===== src/rtl/elevator_scheduler_if.sv =====
// Elevator scheduler bus: floor calls in, car status and drive commands out.
// The estop signal exists only when ESTOP_EN is defined.
interface elevator_scheduler_if;
    logic [3:0] call_req;
    logic [1:0] floor;
    logic       motor_up;
    logic       motor_down;
    logic       door_open;
    logic [3:0] pending;
    logic       busy;
`ifdef ESTOP_EN
    logic       estop;

    modport master (
        output call_req, estop,
        input  floor, motor_up, motor_down, door_open, pending, busy
    );
    modport slave (
        input  call_req, estop,
        output floor, motor_up, motor_down, door_open, pending, busy
    );
`else
    modport master (
        output call_req,
        input  floor, motor_up, motor_down, door_open, pending, busy
    );
    modport slave (
        input  call_req,
        output floor, motor_up, motor_down, door_open, pending, busy
    );
`endif
endinterface


===== src/rtl/elevator_scheduler.sv =====
// Four-floor SCAN elevator controller with latched calls, travel and door timers.
// Optional macro ESTOP_EN adds an emergency-stop input that freezes motion and timers.
module elevator_scheduler #(
    parameter int unsigned TRAVEL_CYC = 8,
    parameter int unsigned DOOR_CYC   = 4
) (
    input logic                 clk,
    input logic                 rst,
    elevator_scheduler_if.slave bus
);

    typedef enum logic [1:0] {StIdle, StMoveUp, StMoveDown, StDoor} state_e;

    localparam logic [7:0] TravelLoad = 8'(TRAVEL_CYC);
    localparam logic [7:0] DoorLoad   = 8'(DOOR_CYC);

    state_e     state_q, state_d;
    logic [1:0] floor_q, floor_d;
    logic       dir_up_q, dir_up_d;
    logic [3:0] pending_q, pending_d;
    logic [7:0] timer_q, timer_d;
    logic       motor_up_q, motor_down_q, door_open_q, busy_q;

    logic       freeze;
    logic [3:0] clr;
    logic [3:0] above, below, above_up, below_dn;
    logic [1:0] floor_up, floor_dn;

`ifdef ESTOP_EN
    assign freeze = bus.estop;
`else
    assign freeze = 1'b0;
`endif

    assign floor_up = floor_q + 2'd1;
    assign floor_dn = floor_q - 2'd1;
    assign above    = pending_q & (4'b1110 << floor_q);
    assign below    = pending_q & ~(4'b1111 << floor_q);
    assign above_up = pending_q & (4'b1110 << floor_up);
    assign below_dn = pending_q & ~(4'b1111 << floor_dn);

    always_comb begin
        state_d  = state_q;
        floor_d  = floor_q;
        dir_up_d = dir_up_q;
        timer_d  = timer_q;
        clr      = 4'b0000;
        unique case (state_q)
            StIdle: begin
                if (freeze) begin
                    state_d = state_q;
                end else if (pending_q[floor_q]) begin
                    state_d        = StDoor;
                    timer_d        = DoorLoad;
                    clr[floor_q]   = 1'b1;
                end else if (|pending_q) begin
                    timer_d = TravelLoad;
                    // Keep heading the same way while calls lie ahead, else reverse.
                    if ((dir_up_q && |above) || !(|below)) begin
                        state_d  = StMoveUp;
                        dir_up_d = 1'b1;
                    end else begin
                        state_d  = StMoveDown;
                        dir_up_d = 1'b0;
                    end
                end
            end
            StMoveUp: begin
                if (!freeze) begin
                    if (timer_q > 8'd1) begin
                        timer_d = timer_q - 8'd1;
                    end else begin
                        floor_d = floor_up;
                        if (pending_q[floor_up]) begin
                            state_d       = StDoor;
                            timer_d       = DoorLoad;
                            clr[floor_up] = 1'b1;
                        end else if (|above_up) begin
                            timer_d = TravelLoad;
                        end else begin
                            state_d = StIdle;
                            timer_d = 8'd0;
                        end
                    end
                end
            end
            StMoveDown: begin
                if (!freeze) begin
                    if (timer_q > 8'd1) begin
                        timer_d = timer_q - 8'd1;
                    end else begin
                        floor_d = floor_dn;
                        if (pending_q[floor_dn]) begin
                            state_d       = StDoor;
                            timer_d       = DoorLoad;
                            clr[floor_dn] = 1'b1;
                        end else if (|below_dn) begin
                            timer_d = TravelLoad;
                        end else begin
                            state_d = StIdle;
                            timer_d = 8'd0;
                        end
                    end
                end
            end
            StDoor: begin
                // A call at the open floor is absorbed and holds the door open longer.
                if (bus.call_req[floor_q]) begin
                    timer_d      = DoorLoad;
                    clr[floor_q] = 1'b1;
                end else if (!freeze) begin
                    if (timer_q > 8'd1) begin
                        timer_d = timer_q - 8'd1;
                    end else begin
                        state_d = StIdle;
                        timer_d = 8'd0;
                    end
                end
            end
            default: state_d = StIdle;
        endcase
        pending_d = (pending_q | bus.call_req) & ~clr;
    end

    always_ff @(posedge clk or posedge rst) begin
        if (rst) begin
            state_q      <= StIdle;
            floor_q      <= 2'd0;
            dir_up_q     <= 1'b1;
            pending_q    <= 4'b0000;
            timer_q      <= 8'd0;
            motor_up_q   <= 1'b0;
            motor_down_q <= 1'b0;
            door_open_q  <= 1'b0;
            busy_q       <= 1'b0;
        end else begin
            state_q      <= state_d;
            floor_q      <= floor_d;
            dir_up_q     <= dir_up_d;
            pending_q    <= pending_d;
            timer_q      <= timer_d;
            motor_up_q   <= (state_d == StMoveUp);
            motor_down_q <= (state_d == StMoveDown);
            door_open_q  <= (state_d == StDoor);
            busy_q       <= (state_d != StIdle);
        end
    end

    assign bus.floor      = floor_q;
    assign bus.pending    = pending_q;
    assign bus.busy       = busy_q;
    assign bus.motor_up   = motor_up_q & ~freeze;
    assign bus.motor_down = motor_down_q & ~freeze;
    assign bus.door_open  = door_open_q & ~freeze;

endmodule


===== src/flat_wrapper.sv =====
// flat-port wrapper written by rule: the top's interface ports become plain ports
module elevator_scheduler_flat 
#(
    parameter int unsigned TRAVEL_CYC = 8,
    parameter int unsigned DOOR_CYC   = 4
)
  (clk, rst, bus_call_req, bus_floor, bus_motor_up, bus_motor_down, bus_door_open, bus_pending, bus_busy);
  elevator_scheduler_if bus_i ();
  input logic clk;
  input logic rst;
  input wire logic [$bits(bus_i.call_req)-1:0] bus_call_req;
  output wire logic [$bits(bus_i.floor)-1:0] bus_floor;
  output wire logic [$bits(bus_i.motor_up)-1:0] bus_motor_up;
  output wire logic [$bits(bus_i.motor_down)-1:0] bus_motor_down;
  output wire logic [$bits(bus_i.door_open)-1:0] bus_door_open;
  output wire logic [$bits(bus_i.pending)-1:0] bus_pending;
  output wire logic [$bits(bus_i.busy)-1:0] bus_busy;
  assign bus_i.call_req = bus_call_req;
  assign bus_floor = bus_i.floor;
  assign bus_motor_up = bus_i.motor_up;
  assign bus_motor_down = bus_i.motor_down;
  assign bus_door_open = bus_i.door_open;
  assign bus_pending = bus_i.pending;
  assign bus_busy = bus_i.busy;
  elevator_scheduler #(.TRAVEL_CYC(TRAVEL_CYC), .DOOR_CYC(DOOR_CYC)) u_core (.clk(clk), .rst(rst), .bus(bus_i));
endmodule

===== config.mk =====
export PLATFORM = sky130hd
export DESIGN_NAME = elevator_scheduler_flat
export DESIGN_NICKNAME = d
export VERILOG_FILES = /design/src/rtl/elevator_scheduler_if.sv /design/src/rtl/elevator_scheduler.sv /design/src/flat_wrapper.sv
export SDC_FILE = /design/constraint.sdc
export NUM_CORES = 1
export LEC_CHECK = 0
export BUFFER_PORTS_ARGS = -buffer_cell sky130_fd_sc_hd__buf_2
export CAP_MARGIN = 5
export CORE_ASPECT_RATIO = 0.7
export CORE_MARGIN = 2
export CORE_UTILIZATION = 50
export DETAILED_ROUTE_END_ITERATION = 8
export GPL_TIMING_DRIVEN = 1
export HOLD_SLACK_MARGIN = 0.15
export PLACE_DENSITY = 0.72
export SLEW_MARGIN = 20
export SYNTH_ARGS = -nofsm -noshare
export SYNTH_HDL_FRONTEND = slang
export SYNTH_SLANG_ARGS = --single-unit

===== constraint.sdc =====
create_clock -name clk -period 2.74 [get_ports clk]
set_clock_uncertainty 0.2 [all_clocks]
set_input_delay 0.274 -clock clk [delete_from_list [all_inputs] [get_ports clk]]
set_output_delay 0.274 -clock clk [all_outputs]
set_load 0.005 [all_outputs]

# Yosys cells after proc, flatten, opt, wreduce, memory -nomap -nowiden
# Cells that the tools add are included.
dict set report op_classes {
  n_div 0
  n_eq_ne 9
  n_reduce_logical 16
  add_sub_neg 3
  shifts 4
  multipliers 0
  magnitude_cmp 7
  n_mux 48
  n_bitwise 10
}
# operator count
set ops {}
lappend ops {{8-bit two-way mux} 8}
lappend ops {{4-bit two-way mux} 8}
lappend ops {{8-bit one-hot mux with 4 select lines} 1}
lappend ops {{2-bit two-way mux} 13}
lappend ops {{4-bit AND} 5}
lappend ops {{4-bit OR reduction} 5}
lappend ops {{4-bit one-hot mux with 4 select lines} 1}
lappend ops {{4-bit by 2-bit left shift with 4-bit output (first input constant)} 4}
lappend ops {{4-bit NOT} 3}
lappend ops {{2-bit by 3-bit less-than comparator with 1-bit output (second input constant)} 3}
lappend ops {{1-bit binary-select mux with 2-bit select} 4}
lappend ops {{2-bit equality test (second input constant)} 4}
lappend ops {{8-bit by 1-bit > comparator with 1-bit output (second input constant)} 1}
lappend ops {{1-bit two-way mux} 8}
lappend ops {{2-bit one-hot mux with 4 select lines} 1}
lappend ops {{8-bit by 1-bit subtractor with 8-bit output (second input constant)} 1}
lappend ops {{1-bit demux with 2-bit select} 3}
lappend ops {{2-bit by 1-bit greater-or-equal comparator with 1-bit output (second input constant)} 3}
lappend ops {{3-bit AND reduction} 2}
lappend ops {{2-bit by 1-bit equality test with 1-bit output (second input constant)} 2}
lappend ops {{1-bit logical AND} 4}
lappend ops {{2-bit inequality test (second input constant)} 2}
lappend ops {{4-bit bitwise OR} 1}
lappend ops {{2-bit one-hot mux with 2 select lines} 1}
lappend ops {{other kinds (8)} 9}
dict set report word_totals {
  word_cells 106
  mem_count 0
  mem_bits_rw 0
  input_bits 6
  register_bits 21
  mem_bits_ro 0
  output_inout_bits 10
  latch_bits 0
}

# Logic depth before layout (Yosys ltp)
# Gate-level depths: netlist of the first run.
dict set report depth {
  word_depth 11
  mapped_depth 9
  depth_no_buf 7
}

# Least setup slack after synthesis of the first run
# OpenSTA, ideal clock, no wires.
dict set report synth_path {
  path_type {reg2reg}
  startpoint {register u_core.floor_q[0], in the netlist u_core.bus.floor[0]}
  endpoint {register u_core.timer_q[3]}
  setup_ns 0.078
  synth_period_minus_slack_ns 2.721
  stages_incl_launch_ff 8
  arrival_time_ns 2.443
  path_slack_ns 0.019
  cell_sequence {dfrtp_1 buf_2 inv_1 ha_1 mux4_2 or4_4 o221a_2 o2bb2ai_1}
}
dict set report synth_via {
  elab_chain_cells 9
  elab_cells_between_ends 27
  classes_between {2 x add/sub; 1 x eq/ne; 2 x shift; 17 x mux; 3 x bitwise; 2 x reduce/logical}
}
# element line_no
set synth_rtl {}
lappend synth_rtl {{start: declaration} elevator_scheduler.sv:18} ;# logic [1:0] floor_q, floor_d;
lappend synth_rtl {{start signal: assignment} elevator_scheduler.sv:138} ;# floor_q <= floor_d;
lappend synth_rtl {{2-bit by 1-bit subtractor with 2-bit output} elevator_scheduler.sv:36} ;# assign floor_dn = floor_q - 2'd1;
lappend synth_rtl {{4-bit by 2-bit left shift with 4-bit output} elevator_scheduler.sv:40} ;# assign below_dn = pending_q & ~(4'b1111 << floor_dn);
lappend synth_rtl {{4-bit NOT} elevator_scheduler.sv:40}
lappend synth_rtl {{4-bit AND} elevator_scheduler.sv:40}
lappend synth_rtl {{4-bit OR reduction} elevator_scheduler.sv:97} ;# end else if (|below_dn) begin
lappend synth_rtl {{4-bit two-way mux} elevator_scheduler.sv:97}
lappend synth_rtl {{8-bit two-way mux} elevator_scheduler.sv:93} ;# if (pending_q[floor_dn]) begin
lappend synth_rtl {{8-bit two-way mux} elevator_scheduler.sv:89} ;# if (timer_q > 8'd1) begin
lappend synth_rtl {{8-bit one-hot mux with 4 select lines} elevator_scheduler.sv:48} ;# unique case (state_q)
lappend synth_rtl {{end signal: assignment} elevator_scheduler.sv:141} ;# timer_q <= timer_d;
lappend synth_rtl {{end: declaration} elevator_scheduler.sv:21} ;# logic [7:0] timer_q, timer_d;
# Several ways; a longest one is shown, not always the timed one. The select of a mux whose other input is x is not followed.
# A chain may end at the register's enable or synchronous reset.

# Worst setup path in the final report of the first run
dict set report layout_path {
  startpoint {register u_core.timer_q[2]}
  endpoint {register u_core.door_open_q, in the netlist u_core.bus.door_open}
}
dict set report layout_via {
  elab_chain_cells 5
  elab_cells_between_ends 7
  classes_between {1 x order compare; 1 x eq/ne; 5 x mux}
}
# element line_no
set layout_rtl {}
lappend layout_rtl {{8-bit by 1-bit > comparator with 1-bit output (*)} {elevator_scheduler.sv:70, elevator_scheduler.sv:89, elevator_scheduler.sv:112}}
lappend layout_rtl {{2-bit two-way mux} elevator_scheduler.sv:112} ;# if (timer_q > 8'd1) begin
lappend layout_rtl {{2-bit two-way mux} elevator_scheduler.sv:108} ;# if (bus.call_req[floor_q]) begin
lappend layout_rtl {{2-bit one-hot mux with 4 select lines (*)} elevator_scheduler.sv:48}
lappend layout_rtl {{2-bit equality test (*)} elevator_scheduler.sv:144} ;# door_open_q <= (state_d == StDoor);
lappend layout_rtl {{end signal: assignment} elevator_scheduler.sv:144}
lappend layout_rtl {{end: declaration} elevator_scheduler.sv:22} ;# logic motor_up_q, motor_down_q, door_open_q, busy_q;
# Mark *: on every way between the ends. The rest lies on a longest branch, timed or not.

==> results of run 1 <==
worst register-to-register path, delay by kind of cell (launching register included):
family / cells / cell delay [ns]
flip-flops: 1 / 0.46
AO/OA/AOI/OAI: 2 / 0.35
AND/OR/NAND/NOR: 3 / 1.46
path summary, 6_finish.rpt:
check | startpoint | to | cells after the start
worst min register to register | u_core.timer_q[7] | u_core.timer_q[7] | 1
worst max register to register | u_core.timer_q[2] | u_core.bus.door_open | 5
max in group asynchronous | rst | u_core.timer_q[7] | 3
worst max-delay path | u_core.timer_q[2] | u_core.bus.door_open | 5
worst min-delay path | u_core.timer_q[7] | u_core.timer_q[7] | 1
min in group asynchronous | rst | u_core.bus.pending[2] | 3
routing by layer:
layer | GRT usage (%) | vias up
li1 | - | 712
met1 | 34.8 | 736
met2 | 37.9 | 85
met3 | 5.14 | 6
met4 | 4.85 | 0
met5 | 0 | -
sequential cells by signal, indices dropped and copies added (netlist names):
| name | cells |
|---|---|
| u_core.timer_q | 8 |
| u_core.bus.pending | 4 |
| u_core.bus.floor | 2 |
| u_core.state_q | 2 |
| u_core.bus.busy | 1 |
| u_core.bus.door_open | 1 |
| u_core.bus.motor_down | 1 |
| u_core.bus.motor_up | 1 |
| u_core.dir_up_q | 1 |
cell usage after synthesis (3+ instances only):
cell / n / area share [%]
ha_1: 14 / 10
and2_1: 7 / 2.6
nor2_1: 10 / 2.2
mux4_2: 4 / 5.3
o21ai_0: 8 / 2.3
nor3_1: 12 / 3.5
a211oi_1: 6 / 2.6
nand2_1: 16 / 3.5
a21oi_1: 5 / 1.5
inv_1: 14 / 3.1
o31ai_1: 4 / 1.8
buf_6: 3 / 2.0
nand2b_1: 4 / 1.5
a22oi_1: 5 / 2.2
dfrtp_1: 20 / 29
clkbuf_1: 3 / 0.66
kinds of logic after synthesis:
kind of cell | count (synthesis) | synth area share, %
AOI/OAI and AO/OA | 53 | 25.3
xor gates and xnor gates | 3 | 1.53
adders and majority gates | 14 | 10.2
buffers and inverters | 21 | 5.98
DFF | 21 | 30.7
muxes | 6 | 6.50
and+or+nand+nor | 65 | 19.7
metrics by stage:
step,hold WS (ns),cells,utilization [%],area (µm²),setup WS [ns]
after floorplan,0.0498,183,-,1710,0.0194
after global placement,0.268,241,56.7,1820,0.234
after detailed placement,0.283,241,56.7,1820,0.172
after CTS,0.300,250,59.6,1920,0.146
after global routing,0.330,250,60.0,1930,0.0242
final,0.286,250,60.0,1930,0.141
repair_timing:
action,in CTS,in global routing
hold endpoints to repair,24,0
gates resized for setup,0,2
hold buffers,5,0
setup buffers,0,0
setup endpoints to repair,0,6
layout by cell type (no fill, tap or decap), types with 2 or more instances in the layout:
cell and count:
a211oi_1 6, a21o_1 2, a21oi_1 5, a221oi_2 2
a22o_1 2, a22oi_1 5, and2_1 7, and3_1 2
buf_2 15, buf_4 3, clkbuf_8 3, dfrtp_1 20
dlygate4sd3_1 5, ha_1 14, inv_1 14, mux4_2 4
nand2_1 16, nand2b_1 4, nand3_1 2, nor2_1 10
nor2b_1 2, nor3_1 12, nor4_1 2, o21ai_0 8
o31ai_1 4, or3_1 2, or4_4 2, xnor2_1 2
final cells by class:
cell class	count	area share (%)
Sequential cell	21	27.3
Clock buffer	4	2.34
Multi-Input combinational cell	141	56.9
Tap cell	47	3.05
Timing Repair Buffer	23	7.66
Inverter	14	2.73
==> summary.txt, run 1 <==
Synthesis
  • YS warnings: 0
  • Post-synth EDFFs: 0
  • Syn_nets: ~200
  • Synth cell types: 54
  • Primary FF master, synth: dfrtp_1
  • Cells after synthesis: approximately 180
  • Mapped Area: roughly 0.0017 mm²
  • Post-synthesis async set-or-reset flop share: 100%
  • Sequential area share after synthesis: a little under a third
  • Synth Register Bits: 21
  • Syn avg cell area: 9.37 µm²

Cells and area
  • Ratio of cells with drive above 1 in the final layout: between 10% and 20%
  • ANT cells: 0
  • Layout area overhead: 12.4%
  • Nets: about 220
  • Multi-input gate area: roughly 0.0011 mm²
  • Seq. cell area: about 530 µm²
  • Filler instances: 283

Critical path
  • Critical path data arrival time: 2.53 ns
  • CP delay by family, top: simple AND/OR/NAND/NOR gates
  • Kind of end point of the critical path: register
  • CP cell instances: or4_4 -> or3_1 -> o2bb2ai_4 -> and2_1 -> a211oi_1
  • Critical setup path kind: reg -> reg
  • Max Fanout on Critical Path: 10
  • R2r setup slk: about 0.14 ns
  • Worst path bufs/invs: 0
  • Max incr delay on CP: 0.59 ns
  • Critical Path RT: around 2.7 ns
  • Crit start category: register
  • CP max-delay cell: or4_4

Global routing
  • Total congestion overflow: 0
  • Gr usage total: around 24%
  • Vias in the first global route: between 1000 and 1500
  • Initial antenna violation count: 0
  • First-pass GRT wire length: between 7000 and 8000 µm
  • Largest net degree at the start of global routing: 22

Route
  • Post-route ant nets: 0
  • Met1 WL: 1970 µm
  • Via density: slightly above 6
  • Met2 WL post-DR: roughly 1900 µm
  • Drc violations: 0
  • Total wire length: approximately 4200 µm
  • Top layer in use: met4
  • Avg WL per Cell: ~17 µm
  • Met3 wire length: 329 µm
  • TritonRoute pass-1 iters: 5
  • DR vias: roughly 1500
  • DRT iter0 DRCs: approximately 250

CTS
  • Clock sink count: 21
  • Num CTS Buffers: 3
  • Clk root buf: clkbuf_8
  • Clock tree buffer depth: 2
  • Skew-Pair Late Insertion Delay: 0.26 ns
  • CTS tree: yes
  • Clock transition at path regs: about 0.080 ns
  • H-Tree Depth: 1

Placed design
  • Dpl hpwl: ~3200 µm
  • Input/output buffers: 15
  • GP Congestion: between 0.9 and 1

Timing
  • Setup violations, final: 0
  • Unrepaired setup endpoints after global routing: no
  • Final hold violation count: 0
  • Max Fclk: 0.385 GHz
  • Max-Slew Margin vs Limit: between 40% and 50%
  • Crit path time final: 2.60 ns
  • Final TNS setup: 0 ns
  • Final max-slew violation count: 0
  • Period utilization: between 90% and 100%
  • Tightest Pin Transition: between 0.8 and 0.9 ns

Floorplanning
  • IO Pins: 16
  • Die X: approximately 74 µm
  • Die ar.: 0.00392 mm²
  • Die Y: 53.0 µm
  • Initial Util: between 50% and 60%
  • Floorplan core area: roughly 0.0032 mm²
  • Std cell rows: 17

Status
  • Status: finished clean

Hold path
  • Worst hold-check path type: reg -> reg

Job
  • Max_cap viols: 0
Power of run 1 is left out: the tool's default activity adds up to more than one toggle a clock period on the data nets, which glitch-free logic cannot reach.
==> run 2, diff against run 1 <==
--- a/config.mk
+++ b/config.mk
@@ -10,6 +10,7 @@
 export CORE_ASPECT_RATIO = 0.7
 export CORE_MARGIN = 2
 export CORE_UTILIZATION = 50
+export CTS_BUF_LIST = sky130_fd_sc_hd__clkbuf_4 sky130_fd_sc_hd__clkbuf_8
 export DETAILED_ROUTE_END_ITERATION = 8
 export GPL_TIMING_DRIVEN = 1
 export HOLD_SLACK_MARGIN = 0.15
==> run 2 against run 1 <==
Utilization up 0.12 points. Cell count unchanged. Global-route usage unchanged. Clock-buffer cell count unchanged. Fmax down 0.18%. Die area unchanged.
==> summary.txt, run 2 (same netlist as run 1, synthesis figures left out) <==
Global routing
  • Gr usage total: between 20 and 25%
  • Met2 Use GR: 37.9%
  • Initial antenna violation count: 0
  • Most used routing layer: met2
  • Total congestion overflow: 0
  • Largest net degree at the start of global routing: 22
  • Met3 Use GR: ~5.1%
  • Vias in the first global route: around 1500
  • First-pass GRT wire length: 7170 µm
  • Met1 GRT Util: 34.8%

Floorplanning
  • Initial Util: about 53%
  • Die X: between 70 and 80 µm
  • Die Y: 53.0 µm
  • IO Pins: 16
  • Floorplan core area: 0.00321 mm²
  • Std cell rows: 17
  • Die ar.: between 0.003 and 0.004 mm²

Cells and area
  • Commonest non-fill, non-tap cell in the layout: dfrtp_1
  • Layout area overhead: 12.6%
  • Ratio of cells with drive above 1 in the final layout: about a fifth
  • Max reg flops: 8
  • ANT cells: 0
  • Largest Register: u_core.timer_q
  • Nets: roughly 220
  • Commonest non-fill, non-tap cells in the layout: 20 x dfrtp_1, 16 x nand2_1, 15 x buf_2

CTS
  • H-Tree Depth: 1
  • Num CTS Buffers: 3
  • Clk root buf: clkbuf_8
  • Clock transition at path regs: 0.08 ns
  • Skew-Pair Late Insertion Delay: 0.26 ns
  • Clock sink count: 21
  • CTS tree: yes
  • Clock tree buffer depth: 2

Timing
  • Max-Slew Margin vs Limit: roughly 43%
  • Tightest Pin Transition: 0.853 ns
  • Final max-slew violation count: 0
  • Unrepaired setup endpoints after global routing: no
  • Period utilization: 95.0%
  • Final hold violation count: 0
  • Max Fclk: roughly 0.38 GHz
  • Setup violations, final: 0
  • Crit path time final: between 2 and 3 ns
  • Final TNS setup: 0 ns

Critical path
  • Max Fanout on Critical Path: 10
  • Critical Path RT: 2.67 ns
  • Worst Reg-to-Reg Cells: 5
  • R2r setup slk: about 0.14 ns
  • Crit start category: register
  • CP cell instances: or4_4 -> or3_1 -> o2bb2ai_4 -> and2_1 -> a211oi_1
  • Critical path data arrival time: 2.53 ns
  • Critical setup path kind: reg -> reg
  • Max incr delay on CP: roughly 0.59 ns
  • Kind of end point of the critical path: register
  • CP max-delay cell: or4_4

Route
  • Via density: approximately 6.1
  • Avg WL per Cell: between 15 and 20 µm
  • DRT iter0 DRCs: 249
  • DR vias: 1526
  • TritonRoute pass-1 iters: 5
  • Total wire length: between 4000 and 5000 µm
  • Drc violations: 0
  • Post-route ant nets: 0

Placed design
  • Dpl hpwl: approximately 3200 µm
  • Input/output buffers: 15
  • GP Congestion: 0.931

Job
  • Max_cap viols: 0

Hold path
  • Worst hold-check path type: reg -> reg
  • Hold Crit Depth: 1

Status
  • Status: finished clean
run 2: changes by cell type in the layout (fill, tap and decap cells not counted):
cell      change
clkbuf_1      -1
clkbuf_4      +1
run 2: layout make-up:
| class | instances | area (µm²) |
|---|---|---|
| timing repair buffer | 23 | 148 |
| clock buffer | 4 | 48.8 |
| inverter | 14 | 52.6 |
| tap | 47 | 58.8 |
| multi-input combinational | 141 | 1100 |
| sequential | 21 | 527 |
| fill | 283 | 1280 |
run 2: path summary, 6_finish.rpt:
check | start | to
max | u_core.timer_q[2] | u_core.bus.door_open
min | u_core.timer_q[7] | u_core.timer_q[7]
max reg2reg | u_core.timer_q[2] | u_core.bus.door_open
min reg2reg | u_core.timer_q[7] | u_core.timer_q[7]
max in group asynchronous | rst | u_core.timer_q[7]
min in group asynchronous | rst | u_core.bus.pending[2]
run 2: per-layer routing:
layer / share of wire, % / vias up
met5: 0 / -
met4: 0.26 / 0
met3: 6.8 / 4
met2: 45 / 71
met1: 47 / 740
li1: - / 711
run 2: critical path, delay by kind of cell (launching register included):
| kind | cells | cell delay, ns |
|---|---|---|
| compound gates | 2 | 0.35 |
| flops | 1 | 0.46 |
| simple gates | 3 | 1.46 |
run 2: stage by stage:
step,hold WS (ns),std cells,setup slack [ns],instance area (µm²),utilization (%)
after floorplan,0.0498,183,0.0194,1710,-
after global placement,0.268,241,0.234,1820,56.7
after detailed placement,0.283,241,0.172,1820,56.7
after CTS,0.300,250,0.146,1920,59.8
after global routing,0.330,250,0.0241,1930,60.1
final,0.286,250,0.137,1930,60.1
run 2: what timing repair did:
item | in CTS | in global routing
hold endpoints to repair | 24 | 0
endpoints found under the setup margin | 0 | 6
resized for setup | 0 | 2
setup buffers | 0 | 0
hold buffers | 5 | 0
Power of run 2 is left out for the same reason.
==> run 3, diff against run 2 <==
--- a/config.mk
+++ b/config.mk
@@ -14,7 +14,7 @@
 export DETAILED_ROUTE_END_ITERATION = 8
 export GPL_TIMING_DRIVEN = 1
 export HOLD_SLACK_MARGIN = 0.15
-export PLACE_DENSITY = 0.72
+export PLACE_DENSITY = 0.69
 export SLEW_MARGIN = 20
 export SYNTH_ARGS = -nofsm -noshare
 export SYNTH_HDL_FRONTEND = slang
==> constraint.sdc (replaced) <==
create_clock -name clk -period 2.7 [get_ports clk]
set_clock_uncertainty 0.2 [all_clocks]
set_input_delay 0.27 -clock clk [delete_from_list [all_inputs] [get_ports clk]]
set_output_delay 0.27 -clock clk [all_outputs]
set_load 0.005 [all_outputs]
==> run 3 against run 2 <==
Cell count up 0.80%. Worst hold slack better by 0.012 ns. Clock-buffer cell count did not move. Fmax rose by 0.53%. Utilization grew 0.47 points. Critical path depth unchanged. Sequential share of layout area shrank 0.21 points. Die area unchanged. Non-clock buffer count is 2 higher. Via count up 0.85%. Cell area is 0.78% higher. Global-route usage is 0.66 points lower. Critical path type unchanged. Critical endpoint unchanged. Highest routed layer unchanged.
==> summary.txt, run 3 (same netlist as run 1, synthesis figures left out) <==
Timing
  • Unrepaired setup endpoints after global routing: no
  • Final hold violation count: 0
  • Final max-slew violation count: 0
  • Setup violations, final: 0
  • Max Fclk: just under 0.4 GHz
  • Tightest Pin Transition: ~0.83 ns
  • Crit path time final: approximately 2.6 ns
  • Max-Slew Margin vs Limit: about 44%
  • Final TNS setup: 0 ns
  • Smallest hold slack: approximately 0.3 ns
  • Period utilization: 95.9%

Critical path
  • Critical setup path kind: reg -> reg
  • CP Launch Point: u_core.timer_q[2]
  • Worst Reg-to-Reg Cells: 5
  • Max Fanout on Critical Path: 10
  • Reg2reg start: u_core.timer_q[2]
  • R2r setup slk: 0.11 ns
  • Critical Path RT: 2.63 ns
  • Crit path to: u_core.bus.door_open
  • Critical path data arrival time: approximately 2.5 ns
  • Reg2reg end: u_core.bus.door_open
  • Crit start category: register
  • Kind of end point of the critical path: register

Cells and area
  • Filler instances: roughly 290
  • Largest Register: u_core.timer_q
  • Commonest non-fill, non-tap cells in the layout: 20 x dfrtp_1, 16 x nand2_1, 15 x buf_2
  • Max reg flops: 8
  • Nets: between 200 and 250
  • Ratio of cells with drive above 1 in the final layout: around a fifth
  • ANT cells: 0
  • Layout area overhead: 13.5%
  • Commonest non-fill, non-tap cell in the layout: dfrtp_1

CTS
  • Num CTS Buffers: 3
  • CTS tree: yes
  • Post-CTS setup buffers: 0
  • Clock sink count: 21
  • Skew-Pair Late Insertion Delay: 0.26 ns
  • Clock transition at path regs: roughly 0.080 ns
  • H-Tree Depth: 1
  • Clock tree buffer depth: 2
  • Clk root buf: clkbuf_8

Global routing
  • Initial antenna violation count: 0
  • Largest net degree at the start of global routing: 22
  • Vias in the first global route: ~1500
  • Gr usage total: between 20% and 30%
  • Total congestion overflow: 0
  • First-pass GRT wire length: 7000 µm

Floorplanning
  • Std cell rows: 17
  • Floorplan core area: 0.00321 mm²
  • Die X: between 70 and 80 µm
  • Initial Util: roughly 53%
  • IO Pins: 16
  • Die ar.: about 0.0039 mm²
  • Die Y: around 53 µm

Route
  • Met2 WL post-DR: roughly 1900 µm
  • Drc violations: 0
  • Top layer in use: met4
  • DRT iter0 DRCs: around 180
  • Via density: approximately 6.1
  • Avg WL per Cell: approximately 17 µm
  • Post-route ant nets: 0
  • Met1 WL: ~2000 µm
  • Total wire length: ~4300 µm
  • Met3 wire length: approximately 380 µm
  • DR vias: 1539
  • TritonRoute pass-1 iters: 4

Placed design
  • GP Congestion: slightly above 0.9
  • Input/output buffers: 15
  • Dpl hpwl: roughly 3200 µm

Job
  • Max_cap viols: 0

Hold path
  • Worst hold-check path type: reg -> reg

Status
  • Status: finished clean
==> run 3: changes by cell type in the layout (fill, tap and decap cells not counted), sizes merged <==
cell  before  now
buf       18   20
==> run 3: metal layers <==
metal	global-route usage, %	up-vias
met5	0	-
met3	5.71	4
met2	35.1	72
li1	-	721
met4	5.45	0
met1	34.6	742
==> run 3: per-stage QoR <==
step / instances / util (%) / worst slack (ns) / instance area [µm²]
floorplan: 183 / - / 0.0277 / 1720
global placement: 243 / 57.1 / 0.204 / 1840
detailed placement: 243 / 57.1 / 0.134 / 1840
CTS: 252 / 60.2 / 0.0742 / 1930
global route: 252 / 60.6 / 0.0294 / 1950
finish: 252 / 60.6 / 0.110 / 1950
==> run 3: how the worst min path moves through the flow <==
| stage | start | to | slack [ns] | cells after the start |
|---|---|---|---|---|
| 6_report | u_core.timer_q[7] | u_core.timer_q[7] | 0.30 | 1 |
| 5_1_grt | u_core.dir_up_q | u_core.dir_up_q | 0.33 | 1 |
| 4_1_cts | u_core.timer_q[7] | u_core.timer_q[7] | 0.31 | 1 |
| 3_5_place_dp | rst | u_core.bus.motor_down | 0.29 | 2 |
| 3_3_place_gp | rst | u_core.bus.motor_down | 0.27 | 2 |
| 2_1_floorplan | rst | u_core.bus.busy | 0.05 | 1 |
==> run 3: area by class of cell <==
class / count / area, µm² / area share [%]
inverter: 14 / 52.6 / 2.70
timing repair buffer: 25 / 163 / 8.36
clock buffer: 4 / 48.8 / 2.51
sequential: 21 / 527 / 27.1
multi-input combinational: 141 / 1100 / 56.3
tap: 47 / 58.8 / 3.02
==> run 3: worst max-delay path: stages, from the launching register on <==
cell	delay [ns]
dfrtp_1	0.46
or4_4	0.60
or3_1	0.55
o2bb2ai_4	0.21
and2_1	0.31
a211oi_1	0.12
==> run 3: what timing repair did <==
action	in CTS	in global routing
setup endpoints to repair	0	6
hold buffers	5	0
endpoints found under the hold margin	24	0
gates resized for setup	0	2
Power of run 3 is left out for the same reason.
